**src/rtl/pwm_fader_pkg.sv**
```systemverilog
// Shared definitions for the pwm_fader breathing-envelope generator:
// phase encodings, phase width and default on-count width.
package pwm_fader_pkg;

  localparam int PHASE_W    = 3;
  localparam int DEFAULT_BW = 8;

  localparam logic [PHASE_W-1:0] IDLE      = 3'd0;
  localparam logic [PHASE_W-1:0] RAMP_UP   = 3'd1;
  localparam logic [PHASE_W-1:0] HOLD_HIGH = 3'd2;
  localparam logic [PHASE_W-1:0] RAMP_DOWN = 3'd3;
  localparam logic [PHASE_W-1:0] HOLD_LOW  = 3'd4;

  typedef enum logic [PHASE_W-1:0] {
    ST_IDLE      = IDLE,
    ST_RAMP_UP   = RAMP_UP,
    ST_HOLD_HIGH = HOLD_HIGH,
    ST_RAMP_DOWN = RAMP_DOWN,
    ST_HOLD_LOW  = HOLD_LOW
  } state_e;

endpackage

```
**src/rtl/pwm_fader_counter.sv**
```systemverilog
// Free-running up-counter with asynchronous reset and a synchronous clear
// that takes priority over counting; used as the step-tick prescaler.
module pwm_fader_counter #(
  parameter int BW = 16
) (
  input  logic          clk_i,
  input  logic          nrst_i,
  input  logic          nrstSync_i,
  input  logic          en_i,
  output logic [BW-1:0] cnt_o
);

  logic [BW-1:0] cnt_d, cnt_q;

  always_comb begin
    cnt_d = cnt_q;
    if (nrstSync_i) begin
      cnt_d = '0;
    end else if (en_i) begin
      cnt_d = cnt_q + BW'(1);
    end
  end

  always_ff @(posedge clk_i or negedge nrst_i) begin
    if (!nrst_i) begin
      cnt_q <= '0;
    end else begin
      cnt_q <= cnt_d;
    end
  end

  assign cnt_o = cnt_q;

endmodule

```
**src/rtl/pwm_fader.sv**
```systemverilog
// Breathing on-count generator feeding pwm onCnt_i: ramp up, hold, ramp down,
// hold, repeat. Define PWM_FADER_GAMMA_EN to square the output (one extra clock).
module pwm_fader
  import pwm_fader_pkg::*;
#(
  parameter int BW          = DEFAULT_BW,
  parameter int PRESCALE_BW = 16,
  parameter int HOLD_BW     = 8
) (
  input  logic                   clk_i,
  input  logic                   nrst_i,
  input  logic                   en_i,
  input  logic [PRESCALE_BW-1:0] stepDiv_i,
  input  logic [BW-1:0]          stepSize_i,
  input  logic [BW-1:0]          maxCnt_i,
  input  logic [HOLD_BW-1:0]     holdSteps_i,
  output logic [BW-1:0]          onCnt_o,
  output logic [PHASE_W-1:0]     phase_o,
  output logic                   cycleDone_o
);

  state_e               state_d, state_q;
  logic [BW-1:0]        lin_d, lin_q;
  logic [HOLD_BW-1:0]   hold_d, hold_q;
  logic                 done_d, done_q;

  logic [PRESCALE_BW-1:0] pre_cnt, div_eff, div_m1;
  logic [BW-1:0]          step_eff, lin_up, lin_dn;
  logic                   tick, overrange, pre_clr, hold_end;

  function automatic logic [BW-1:0] sat_add(input logic [BW-1:0] a,
                                            input logic [BW-1:0] s,
                                            input logic [BW-1:0] peak);
    logic [BW:0] sum;
    sum = {1'b0, a} + {1'b0, s};
    return (sum > {1'b0, peak}) ? peak : sum[BW-1:0];
  endfunction

  function automatic logic [BW-1:0] sat_sub(input logic [BW-1:0] a,
                                            input logic [BW-1:0] s);
    return (a > s) ? (a - s) : '0;
  endfunction

  assign div_eff  = (stepDiv_i == '0) ? PRESCALE_BW'(1) : stepDiv_i;
  assign div_m1   = div_eff - PRESCALE_BW'(1);
  assign step_eff = (stepSize_i == '0) ? BW'(1) : stepSize_i;

  // A lowered divider can leave the prescaler past its terminal count; clear it without a tick.
  assign tick      = (state_q != ST_IDLE) && (pre_cnt == div_m1);
  assign overrange = (pre_cnt > div_m1);
  assign pre_clr   = tick | (state_q == ST_IDLE) | overrange | ~en_i;

  pwm_fader_counter #(
    .BW (PRESCALE_BW)
  ) u_prescaler (
    .clk_i      (clk_i),
    .nrst_i     (nrst_i),
    .nrstSync_i (pre_clr),
    .en_i       (1'b1),
    .cnt_o      (pre_cnt)
  );

  assign lin_up   = sat_add(lin_q, step_eff, maxCnt_i);
  assign lin_dn   = sat_sub(lin_q, step_eff);
  assign hold_end = (hold_q == holdSteps_i);

  always_comb begin
    state_d = state_q;
    lin_d   = lin_q;
    hold_d  = hold_q;
    done_d  = 1'b0;
    if (!en_i) begin
      state_d = ST_IDLE;
      lin_d   = '0;
      hold_d  = '0;
    end else begin
      case (state_q)
        ST_IDLE: begin
          state_d = ST_RAMP_UP;
          lin_d   = '0;
          hold_d  = '0;
        end
        ST_RAMP_UP: if (tick) begin
          lin_d = lin_up;
          if (lin_up == maxCnt_i) begin
            state_d = ST_HOLD_HIGH;
            hold_d  = '0;
          end
        end
        ST_HOLD_HIGH: if (tick) begin
          if (hold_end) state_d = ST_RAMP_DOWN;
          else          hold_d  = hold_q + HOLD_BW'(1);
        end
        ST_RAMP_DOWN: if (tick) begin
          lin_d = lin_dn;
          if (lin_dn == '0) begin
            state_d = ST_HOLD_LOW;
            hold_d  = '0;
          end
        end
        ST_HOLD_LOW: if (tick) begin
          if (hold_end) begin
            state_d = ST_RAMP_UP;
            done_d  = 1'b1;
          end else begin
            hold_d = hold_q + HOLD_BW'(1);
          end
        end
        default: begin
          state_d = ST_IDLE;
          lin_d   = '0;
          hold_d  = '0;
        end
      endcase
    end
  end

  always_ff @(posedge clk_i or negedge nrst_i) begin
    if (!nrst_i) begin
      state_q <= ST_IDLE;
      lin_q   <= '0;
      hold_q  <= '0;
      done_q  <= 1'b0;
    end else begin
      state_q <= state_d;
      lin_q   <= lin_d;
      hold_q  <= hold_d;
      done_q  <= done_d;
    end
  end

  assign phase_o     = state_q;
  assign cycleDone_o = done_q;

`ifdef PWM_FADER_GAMMA_EN
  logic [2*BW-1:0] sq;
  logic [BW-1:0]   gamma_d, gamma_q;

  always_comb begin
    sq      = {{BW{1'b0}}, lin_q} * {{BW{1'b0}}, lin_q};
    gamma_d = sq[2*BW-1:BW];
  end

  always_ff @(posedge clk_i or negedge nrst_i) begin
    if (!nrst_i) begin
      gamma_q <= '0;
    end else begin
      gamma_q <= gamma_d;
    end
  end

  assign onCnt_o = gamma_q;
`else
  assign onCnt_o = lin_q;
`endif

endmodule

```
**config.mk**
```make
export PLATFORM = sky130hd
export DESIGN_NAME = pwm_fader
export DESIGN_NICKNAME = d
export VERILOG_FILES = /design/src/rtl/pwm_fader_pkg.sv /design/src/rtl/pwm_fader_counter.sv /design/src/rtl/pwm_fader.sv
export SDC_FILE = /design/constraint.sdc
export NUM_CORES = 1
export LEC_CHECK = 0
export BUFFER_PORTS_ARGS = -buffer_cell sky130_fd_sc_hd__buf_2
export CORE_AREA = 3 3 94 87
export CTS_CLUSTER_DIAMETER = 120
export CTS_CLUSTER_SIZE = 12
export DETAILED_ROUTE_END_ITERATION = 10
export DIE_AREA = 0 0 97 90
export PLACE_DENSITY = 0.88
export SYNTH_ARGS = -nofsm -noshare
export SYNTH_HDL_FRONTEND = slang
export SYNTH_SLANG_ARGS = --single-unit
```
**constraint.sdc**
```tcl
create_clock -name clk_i -period 3.1 [get_ports clk_i]
set_input_delay 0.31 -clock clk_i [delete_from_list [all_inputs] [get_ports clk_i]]
set_output_delay 0.31 -clock clk_i [all_outputs]
set_load 0.02 [all_outputs]
```
==> reports/metrics.yaml <==
status: "finished, violations left"
violations: "setup timing"
num_antenna_cells: 0
setup_viol: 35
fin_crit_ns: 3.62
dieArea_um2: 8730
antenna_left: 0
grt_start_max_net_pins: 37
grt_usage: 0.271
async_flop_share: 1.00
cp-start-kind: "primary input"
tns_ns: -11.64
rsz0062_at_grt: "yes"
yosysWarnings: 0
drt_wl_total_um: 14100
area_delta_synth_final_pct: 46.1
slew_headroom: 0.359
cts_buffers: 5
finClkSkew_ns: 0.0160
finish.utilization: 0.778
yosysSeqAreaShare: 0.237
netlist_instances: 450
fin_crit_sh: 1.17
max_freq_mhz: 276
worst_slack_ns: -0.523
drv_slew: 0
drv_cap: 0
layout_common_cells: "buf_4 (93), buf_2 (49), ha_1 (40), nor2_1 (36), dfrtp_1 (36)"
start_util: 0.532
drt-initial-drc-count: 425
grt_pass1_vias: 4258
cp-end-kind: "register"
core_um2: 7150
final_common_cell: "buf_4"
arrival_ns: 3.79
syn_area_um2: 3800
ir_drop_mv: 0.468
cts.clk_slew.worst_paths_ns: 0.08
drive_above_1_share: 0.432
clk_path_buf_depth: 2
syn_area_per_cell_um2: 8.46
worst_slew_pin_slew_ns: 0.955
post-dp-hpwl_um: 8660
routedWlPerCell_um: 20.3
grt_first_pass_wirelength_um: 19900
syn-num-nets: 539
viasPerCell: 6.32
grt_overflow: 0
antenna_found_initial: 0
place.port_buffers: 54
numClockSinks: 36
drc: 0
synth-main-ff-cell: "dfrtp_1"
leakage_nw: 2.58
rows: 29
power.density_nw_per_um2: 773
gp_congestion: 0.942
clkLatencyLatePin_ns: 0.30
synth_edf_count: 0
worst_ep_required_time_ns: 3.27
cts_tree: "built"
htreeDepth: 2
hold_viol: 0
yosys_register_bits: 36
hold_class: "in2async"
crit_type: "in2reg"
routed-via-count: 4393
die_w_um: 97
crit_fanout: 4
dieHeight_um: 90
ctsRootBufferMaster: "clkbuf_8"
dr.pass1.iters: 6
ios: 55
ys_types: 66
final_nets: 690
[metal layers]
metal	up-vias	share of wire	routed length, um	track usage
met4	0	0.066	938	0.0807
li1	1880	-	-	-
met3	121	0.085	1200	0.0526
met1	2076	0.37	5190	0.328
met5	-	0	0	0
met2	316	0.48	6790	0.486
[area by class of cell]
type | count | area, um^2
clock inverters | 3 | 18.8
repair buffers | 156 | 1130
fillers | 393 | 1590
clock buffers | 5 | 68.8
well taps | 93 | 116
inverters | 36 | 135
multi-input cells | 366 | 3180
flip-flops and latches | 36 | 901
[synth_stat cells (2+ instances only)]
cell,n,area share
nor4_1,11,0.018
a21oi_1,14,0.018
o32ai_1,2,0.0046
a211oi_2,3,0.0099
a21o_1,3,0.0059
or3_1,2,0.0033
mux2_2,2,0.0059
ha_1,44,0.14
buf_6,2,0.0059
or4_1,2,0.0039
nor3_1,8,0.011
nand2b_1,9,0.015
a211o_1,2,0.0046
nand3b_1,4,0.0079
nand4b_1,2,0.0046
or2_2,2,0.0033
mux2i_1,5,0.013
xnor2_1,30,0.069
xor2_1,22,0.051
o221ai_1,3,0.0069
inv_1,36,0.036
nor2_1,58,0.057
a22oi_1,3,0.0059
o211a_1,2,0.0053
o211ai_1,7,0.014
o21ai_1,2,0.0026
nand2_1,31,0.031
nor2b_1,4,0.0066
o21a_1,5,0.0099
fa_1,2,0.011
clkbuf_1,8,0.0079
clkbuf_8,2,0.0072
nand3_1,22,0.029
o21ai_0,18,0.024
nand4_1,7,0.012
and2_1,3,0.0049
and3_1,3,0.0049
dfrtp_1,36,0.24
xnor2_2,2,0.0085
[metrics by stage]
step           cell area (um^2)  instances  setup slack, ns  hold WS (ns)  power, W
2_1_floorplan              3910        450           -0.416        0.0144   0.00230
3_3_place_gp               4760        659           -0.596         0.436   0.00302
3_5_place_dp               4760        659           -0.720         0.454   0.00312
4_1_cts                    5160        684           -0.310         0.143   0.00375
5_1_grt                    5560        695           -0.659         0.171   0.00445
6_report                   5560        695           -0.523         0.119   0.00430
[kinds of logic (layout without fill, tap and decap cells)]
kind of cell,count (synthesis),after routing,share of synthesized area
adder cells (fa/ha/maj),47,47,0.158
flip-flops,36,36,0.237
AO/OA/AOI/OAI,78,79,0.152
AND/OR/NAND/NOR,177,177,0.236
XOR/XNOR,56,56,0.141
multiplexers,7,7,0.0191
buffers and inverters,49,200,0.0579
[path summary, 6_finish.rpt]
path,startpoint,end,cells after the start,slack (ns)
max in group asynchronous,nrst_i,hold_q[2],1,2.42
worst min register to register,hold_q[0],hold_q[0],1,0.55
worst min-delay path,nrst_i,u_prescaler.cnt_o[8],1,0.12
worst max register to register,onCnt_o[0],onCnt_o[7],13,-0.47
worst max-delay path,stepSize_i[2],onCnt_o[7],17,-0.52
min in group clk_i,en_i,phase_o[0],2,0.37
[timing repair]
action / CTS / global route
gates cloned: 1 / 0
gates resized for setup: 40 / 73
hold buffers: 0 / 0
setup buffers: 16 / 15
pin swaps: 36 / 56
endpoints found under the setup margin: 19 / 36
[critical path, stage by stage]
cell and delay [ns]:
buf_8 0.10, nor4_4 0.27, a41o_1 0.28, ha_4 0.17, fa_2 0.24, nand2b_4 0.07
a211oi_4 0.27, o31ai_4 0.12, xnor2_2 0.15, ha_1 0.32, a21o_1 0.21, a21oi_2 0.14
o21ai_2 0.10, a221oi_4 0.36, mux2_4 0.35, a221oi_2 0.24, nor2_1 0.09
[state kept, by name (all words and copies together), names as in the netlist]
register and flops:
u_prescaler.cnt_o 16, hold_q 8, phase_o 3, cycleDone_o 1
onCnt_o 8
[report_power, final]
group / internal (W) / switching, W
clock network: 0.000157 / 0.000195
logic: 0.00153 / 0.00175
registers: 0.000539 / 0.000128
total: 0.00223 / 0.00207
No activity file was read; power rests on OpenSTA's default activity.
